## src/rtl/gap_state_classifier_if.sv

```systemverilog
// Averager/config side to gap classifier bundle: voltage strobe, thresholds, and classifier results.
// master drives samples and config; slave (classifier) returns state, run count, alarm and feed requests.
interface gap_state_classifier_if #(
  parameter int DATA_W = 16,
  parameter int CNT_W  = 8
);
  logic [DATA_W-1:0] avg_vol;
  logic              avg_valid;
  logic [DATA_W-1:0] short_th;
  logic [DATA_W-1:0] open_th;
  logic              cfg_en;
  logic [1:0]        gap_state;
  logic              state_valid;
  logic [CNT_W-1:0]  short_run;
  logic              short_alarm;
  logic              feed_fwd;
  logic              feed_back;
  logic              cfg_err;

  modport master (
    output avg_vol, avg_valid, short_th, open_th, cfg_en,
    input  gap_state, state_valid, short_run, short_alarm, feed_fwd, feed_back, cfg_err
  );

  modport slave (
    input  avg_vol, avg_valid, short_th, open_th, cfg_en,
    output gap_state, state_valid, short_run, short_alarm, feed_fwd, feed_back, cfg_err
  );
endinterface

```

## src/rtl/gap_state_classifier.sv

```systemverilog
// Classifies each averaged gap voltage as SHORT/NORMAL/OPEN with hysteresis; drives servo feed and short alarm.
// Latency 1 cycle from avg_valid to gap_state/state_valid; no backpressure (strobe in, pulse out).
module gap_state_classifier #(
  parameter int DATA_W    = 16,
  parameter int HYST      = 64,
  parameter int SHORT_CNT = 4,
  parameter int OPEN_CNT  = 8,
  parameter int CNT_W     = 8
) (
  input logic                   clk_100M,
  input logic                   rst_n,
  gap_state_classifier_if.slave bus
);

  typedef enum logic [1:0] {
    ST_UNKNOWN = 2'b00,
    ST_SHORT   = 2'b01,
    ST_NORMAL  = 2'b10,
    ST_OPEN    = 2'b11
  } state_t;

  localparam int                 EXT_W     = DATA_W + 1;
  localparam logic [EXT_W-1:0]   V_MAX     = {1'b0, {DATA_W{1'b1}}};
  localparam logic [EXT_W-1:0]   HYST_X    = EXT_W'(HYST);
  localparam logic [CNT_W-1:0]   RUN_MAX   = {CNT_W{1'b1}};
  localparam logic [CNT_W-1:0]   SHORT_LIM = CNT_W'(SHORT_CNT);
  localparam logic [CNT_W-1:0]   OPEN_LIM  = CNT_W'(OPEN_CNT);

  state_t             state_q, state_d, next_state;
  logic               state_valid_q, state_valid_d;
  logic [CNT_W-1:0]   short_run_q, short_run_d;
  logic [CNT_W-1:0]   open_run_q, open_run_d;
  logic               short_alarm_q, short_alarm_d;
  logic               feed_fwd_q, feed_fwd_d;
  logic               feed_back_q, feed_back_d;
  logic               cfg_err_q, cfg_err_d;

  logic               cfg_bad;
  logic [EXT_W-1:0]   s_hi_sum;
  logic [EXT_W-1:0]   o_lo_diff;
  logic [DATA_W-1:0]  s_hi;
  logic [DATA_W-1:0]  o_lo;
  logic               below_short;
  logic               above_open;

  function automatic logic [CNT_W-1:0] sat_inc(input logic [CNT_W-1:0] c);
    return (c == RUN_MAX) ? c : c + CNT_W'(1);
  endfunction

  assign cfg_bad = (bus.short_th >= bus.open_th);

  // Exit limits use one extra bit so the clamp at the rails is exact.
  assign s_hi_sum  = {1'b0, bus.short_th} + HYST_X;
  assign o_lo_diff = {1'b0, bus.open_th} - HYST_X;
  assign s_hi      = (s_hi_sum > V_MAX) ? V_MAX[DATA_W-1:0] : s_hi_sum[DATA_W-1:0];
  assign o_lo      = o_lo_diff[DATA_W] ? '0 : o_lo_diff[DATA_W-1:0];

  assign below_short = (bus.avg_vol < bus.short_th);
  assign above_open  = (bus.avg_vol > bus.open_th);

  always_comb begin
    next_state = state_q;
    case (state_q)
      ST_UNKNOWN, ST_NORMAL: begin
        if (below_short)     next_state = ST_SHORT;
        else if (above_open) next_state = ST_OPEN;
        else                 next_state = ST_NORMAL;
      end
      ST_SHORT: begin
        if (above_open)             next_state = ST_OPEN;
        else if (bus.avg_vol >= s_hi) next_state = ST_NORMAL;
        else                        next_state = ST_SHORT;
      end
      ST_OPEN: begin
        if (below_short)            next_state = ST_SHORT;
        else if (bus.avg_vol <= o_lo) next_state = ST_NORMAL;
        else                        next_state = ST_OPEN;
      end
      default: next_state = ST_UNKNOWN;
    endcase
  end

  always_comb begin
    state_d       = state_q;
    state_valid_d = 1'b0;
    short_run_d   = short_run_q;
    open_run_d    = open_run_q;
    short_alarm_d = short_alarm_q;
    feed_fwd_d    = feed_fwd_q;
    feed_back_d   = feed_back_q;
    cfg_err_d     = cfg_bad;

    // Disable or bad thresholds win over a coincident sample.
    if (!bus.cfg_en || cfg_bad) begin
      state_d       = ST_UNKNOWN;
      short_run_d   = '0;
      open_run_d    = '0;
      short_alarm_d = 1'b0;
      feed_fwd_d    = 1'b0;
      feed_back_d   = 1'b0;
    end else if (bus.avg_valid) begin
      state_d       = next_state;
      state_valid_d = 1'b1;
      short_run_d   = (next_state == ST_SHORT) ? sat_inc(short_run_q) : '0;
      open_run_d    = (next_state == ST_OPEN)  ? sat_inc(open_run_q)  : '0;
      short_alarm_d = (short_run_d >= SHORT_LIM) && (next_state == ST_SHORT);
      feed_back_d   = (next_state == ST_SHORT);
      feed_fwd_d    = (open_run_d >= OPEN_LIM) && (next_state == ST_OPEN);
    end
  end

  always_ff @(posedge clk_100M) begin
    if (!rst_n) begin
      state_q       <= ST_UNKNOWN;
      state_valid_q <= 1'b0;
      short_run_q   <= '0;
      open_run_q    <= '0;
      short_alarm_q <= 1'b0;
      feed_fwd_q    <= 1'b0;
      feed_back_q   <= 1'b0;
      cfg_err_q     <= 1'b0;
    end else begin
      state_q       <= state_d;
      state_valid_q <= state_valid_d;
      short_run_q   <= short_run_d;
      open_run_q    <= open_run_d;
      short_alarm_q <= short_alarm_d;
      feed_fwd_q    <= feed_fwd_d;
      feed_back_q   <= feed_back_d;
      cfg_err_q     <= cfg_err_d;
    end
  end

  assign bus.gap_state   = state_q;
  assign bus.state_valid = state_valid_q;
  assign bus.short_run   = short_run_q;
  assign bus.short_alarm = short_alarm_q;
  assign bus.feed_fwd    = feed_fwd_q;
  assign bus.feed_back   = feed_back_q;
  assign bus.cfg_err     = cfg_err_q;

endmodule

```

## src/flat_wrapper.sv

```systemverilog
// flat-port wrapper written by rule: the top's interface ports become plain ports
module gap_state_classifier_flat 
#(
  parameter int DATA_W    = 16,
  parameter int HYST      = 64,
  parameter int SHORT_CNT = 4,
  parameter int OPEN_CNT  = 8,
  parameter int CNT_W     = 8
)
  (clk_100M, rst_n, bus_avg_vol, bus_avg_valid, bus_short_th, bus_open_th, bus_cfg_en, bus_gap_state, bus_state_valid, bus_short_run, bus_short_alarm, bus_feed_fwd, bus_feed_back, bus_cfg_err);
  gap_state_classifier_if #(.DATA_W(DATA_W), .CNT_W(CNT_W)) bus_i ();
  input logic clk_100M;
  input logic rst_n;
  input wire logic [$bits(bus_i.avg_vol)-1:0] bus_avg_vol;
  input wire logic [$bits(bus_i.avg_valid)-1:0] bus_avg_valid;
  input wire logic [$bits(bus_i.short_th)-1:0] bus_short_th;
  input wire logic [$bits(bus_i.open_th)-1:0] bus_open_th;
  input wire logic [$bits(bus_i.cfg_en)-1:0] bus_cfg_en;
  output wire logic [$bits(bus_i.gap_state)-1:0] bus_gap_state;
  output wire logic [$bits(bus_i.state_valid)-1:0] bus_state_valid;
  output wire logic [$bits(bus_i.short_run)-1:0] bus_short_run;
  output wire logic [$bits(bus_i.short_alarm)-1:0] bus_short_alarm;
  output wire logic [$bits(bus_i.feed_fwd)-1:0] bus_feed_fwd;
  output wire logic [$bits(bus_i.feed_back)-1:0] bus_feed_back;
  output wire logic [$bits(bus_i.cfg_err)-1:0] bus_cfg_err;
  assign bus_i.avg_vol = bus_avg_vol;
  assign bus_i.avg_valid = bus_avg_valid;
  assign bus_i.short_th = bus_short_th;
  assign bus_i.open_th = bus_open_th;
  assign bus_i.cfg_en = bus_cfg_en;
  assign bus_gap_state = bus_i.gap_state;
  assign bus_state_valid = bus_i.state_valid;
  assign bus_short_run = bus_i.short_run;
  assign bus_short_alarm = bus_i.short_alarm;
  assign bus_feed_fwd = bus_i.feed_fwd;
  assign bus_feed_back = bus_i.feed_back;
  assign bus_cfg_err = bus_i.cfg_err;
  gap_state_classifier #(.DATA_W(DATA_W), .HYST(HYST), .SHORT_CNT(SHORT_CNT), .OPEN_CNT(OPEN_CNT), .CNT_W(CNT_W)) u_core (.clk_100M(clk_100M), .rst_n(rst_n), .bus(bus_i));
endmodule
```

## config.mk

```make
export PLATFORM = sky130hd
export DESIGN_NAME = gap_state_classifier_flat
export DESIGN_NICKNAME = d
export VERILOG_FILES = /design/src/rtl/gap_state_classifier_if.sv /design/src/rtl/gap_state_classifier.sv /design/src/flat_wrapper.sv
export SDC_FILE = /design/constraint.sdc
export NUM_CORES = 1
export LEC_CHECK = 0
export CORE_ASPECT_RATIO = 1.2
export CORE_UTILIZATION = 23
export CTS_CLUSTER_DIAMETER = 60
export DETAILED_ROUTE_END_ITERATION = 16
export DONT_BUFFER_PORTS = 1
export SYNTH_ARGS = -nofsm -noshare
export SYNTH_HDL_FRONTEND = slang
export SYNTH_SLANG_ARGS = --single-unit
export TNS_END_PERCENT = 100
```

## constraint.sdc

```tcl
create_clock -name clk_100M -period 7.3 [get_ports clk_100M]
set_input_delay 0.365 -clock clk_100M [delete_from_list [all_inputs] [get_ports clk_100M]]
set_output_delay 0.365 -clock clk_100M [all_outputs]
set_load 0.03 [all_outputs]
```

==> results.toml <==
[synth]
synthXorXnorAreaFrac_pct = 3.81
synth_seq_area_share_pct = 13.3
synth_area_mm2 = 0.00345
synth_compound_area_share_pct = 20.1
yosysTopAreaCellShare_pct = 30.5
synth_cell_types = 54
synth_cells = 455
synth_area_leaders = "ha_1, dfxtp_1, a21oi_1"
synth_fa_ha_area_share_pct = 30.5
async_reset_ff_share_pct = 0
synth_mux_area_share_pct = 0.580
synth_top_cell_by_area = "ha_1"
syn_area_per_cell_um2 = 7.58
synthSimpleGateAreaFrac_pct = 27.0
synth_edf_count = 0
yosysWarnings = 0
synthesis.nets = 591
synth_top_family_by_area = "adder cells"
synth-seq-cells = 23
synth-main-ff-cell = "dfxtp_1"

[clock_network]
path_clk_slew_ns = 0.06
clk_latency_ns = 0.25
cts_tree = "built"
cts_buffer_depth = 2
h-tree-depth = 1
cts_resized = 0
hold_buffers = 0
cts_made_buffers = 3
cts_num_sinks = 23
cts-root-buf = "clkbuf_16"
post_cts_buffers = 0

[setup_path]
path_cells = "inv_1, ha_1, or4_1, nor3_1, a22oi_1, nor2_1, nor2_1, ha_1, a21oi_1, o21ai_0, a2111oi_0, a211o_1, a32o_1, o21ai_1, a311oi_1"
r2r_setup_slack_ns = 4.74
rr_startpoint = "u_core.bus.gap_state[0]"
endpoint_kind = "flip-flop"
cp_max_fo = 13
cp.required_ns = 7.47
worstPathArrival_ns = 4.16
cp-startpoint = "bus_short_th[6]"
slowest_delay_ns = 0.63
cp-start-kind = "input port"
cpMaxStageDelayCell = "nor2_1"
path_class = "in -> reg"

[timing]
rsz0062_at_grt = "false"
max_freq_ghz = 0.251
fin_skew_ns = 0.00377
maxSlewHeadroom_pct = 47.8
setup_viol = 0
slew_viol_final = 0
holdWs_ns = 0.219
period_share_pct = 54.7
worst_pin_slew_ns = 0.781
finalHoldViolCount = 0
final.setup.tns_ns = 0
period_needed_ns = 3.99

[final_layout]
multiInputGateArea_mm2 = 0.00283
final_util_pct = 25.9
antennaDiodeCount = 0
fillers = 1637
seq_area_um2 = 460
syn_to_final_growth_pct = 8.88
layout-drive-gt1-share_pct = 3.31
final_cell_mix = "ha_1, nor2_1, nand2_1"
final_common_cell = "ha_1"
final_area_mm2 = 0.00376
fin_nets = 590

[run_status]
outcome = "completed"

[drt]
ant_nets = 0
vias = 3278
first_pass_iters = 4
wl_mm = 10.0
avgViaCountPerCell = 5.02
drtIter0Drc = 102
wire_per_inst_um = 15.3
drc = 0

[floorplan]
initial_core_util_pct = 23.7
rows = 48
core_area_mm2 = 0.0145
die_w_um = 114
die_y_um = 136
die_area_mm2 = 0.0155
ioPinCount = 67

[power_and_ir_drop]
clockPowerShare_pct = 31.8
power_frac_comb_pct = 33.3
pwr_density_cell_mw_per_mm2 = 101
p_leak_nw = 1.65
pwr-share-seq_pct = 34.9
power_switching_w = 0.000121
netSwitchingFraction_pct = 32.0
p_int_w = 0.000258
ir_worst_vdd_mv = 0.0678

[global_routing]
grt_max_degree = 23
grt_pass1_vias = 3284
antenna_found_initial = 0
grt_pass1_wl_mm = 16.5
gr-total-overflow = 0
grtUsageTotal_pct = 13.4

[place]
dpl_cell_area_mm2 = 0.00368
place.port_buffers = 0
dpl.hpwl_mm = 8.58
gp_congestion = 0.864

[flow_run]
cap_viol_max_count = 0

[worst_hold_path]
hp-start = "bus_avg_valid"
hold_path_class = "in -> reg"
==> cell type report <==
cell class / count / share of cell area, %
Clock buffer: 4 / 2.10
Sequential cell: 23 / 12.3
Tap cell: 200 / 6.66
Inverter: 38 / 3.80
Multi-Input combinational cell: 388 / 75.2
==> cells in the mapped netlist, drive strengths merged, types with 2 or more instances <==
cell and instances:
a2111oi 3, a22oi 2, nand4 20, a21oi 34, or4 2, xor2 5
a21boi 2, nor2 43, ha 84, nand2b 4, o21ai 22, and3 8
dfxtp 23, nor2b 3, nand3 30, clkbuf 6, a21o 7, o21a 2
inv 37, nor3 17, a311oi 2, xnor2 10, and4 3, a31oi 5
mux2i 2, nand2 42, and2 4, a211oi 5, a211o 4, o211ai 2
nor4 4, o31ai 3
==> logic make-up (layout without fill, tap and decap cells) <==
family          after synthesis  in the layout
simple gates                185            185
compound gates              102            102
fa+ha+maj                    84             84
buf+inv                      44             42
flops                        23             23
xor+xnor                     15             15
mux                           2              2
==> registers in the layout, summed over array words and instances (netlist names) <==
signal,cells
u_core.bus.cfg_err,1
u_core.bus.feed_back,1
u_core.bus.feed_fwd,1
u_core.bus.gap_state,2
u_core.bus.short_alarm,1
u_core.bus.short_run,8
u_core.bus.state_valid,1
u_core.open_run_q,8
==> layer usage <==
| metal | track usage, % | share of wire, % | routed length [um] | vias up |
|---|---|---|---|---|
| li1 | - | - | - | 1688 |
| met1 | 15.3 | 42 | 4250 | 1530 |
| met2 | 24.8 | 50 | 4990 | 50 |
| met3 | 3.39 | 6.2 | 619 | 10 |
| met4 | 2.96 | 1.4 | 141 | 0 |
| met5 | 0 | 0 | 0 | - |
==> through the flow <==
stage                     instances  setup slack, ns  total power, W
after floorplan                 455             3.67        0.000237
after global placement          649             3.07        0.000261
after detailed placement        649             3.04        0.000262
after CTS                       653             3.28        0.000382
after global routing            653             2.82        0.000409
final                           653             3.31        0.000379
==> critical path: cells and delay by family <==
family          cells  cell delay, ns
fa+ha+maj           2            0.64
compound gates      8            1.77
buf+inv             1            0.05
simple gates        4            1.34
==> path summary, 6_finish.rpt <==
check	to	depth (start not counted)
setup / recovery	u_core.bus.short_run[2]	15
hold / removal	u_core.bus.short_run[2]	1
setup reg to reg	u_core.open_run_q[4]	6
hold reg to reg	u_core.open_run_q[1]	2
==> power groups by stage <==
stage	clock, W	sequential [W]	combinational [W]
2_1_floorplan	0	0.000135	0.000102
3_3_place_gp	0	0.000135	0.000125
5_1_grt	0.000127	0.000133	0.000150
3_5_place_dp	0	0.000135	0.000126
4_1_cts	0.000122	0.000133	0.000127
6_report	0.000120	0.000132	0.000126
(Power assumes the default switching activity.)
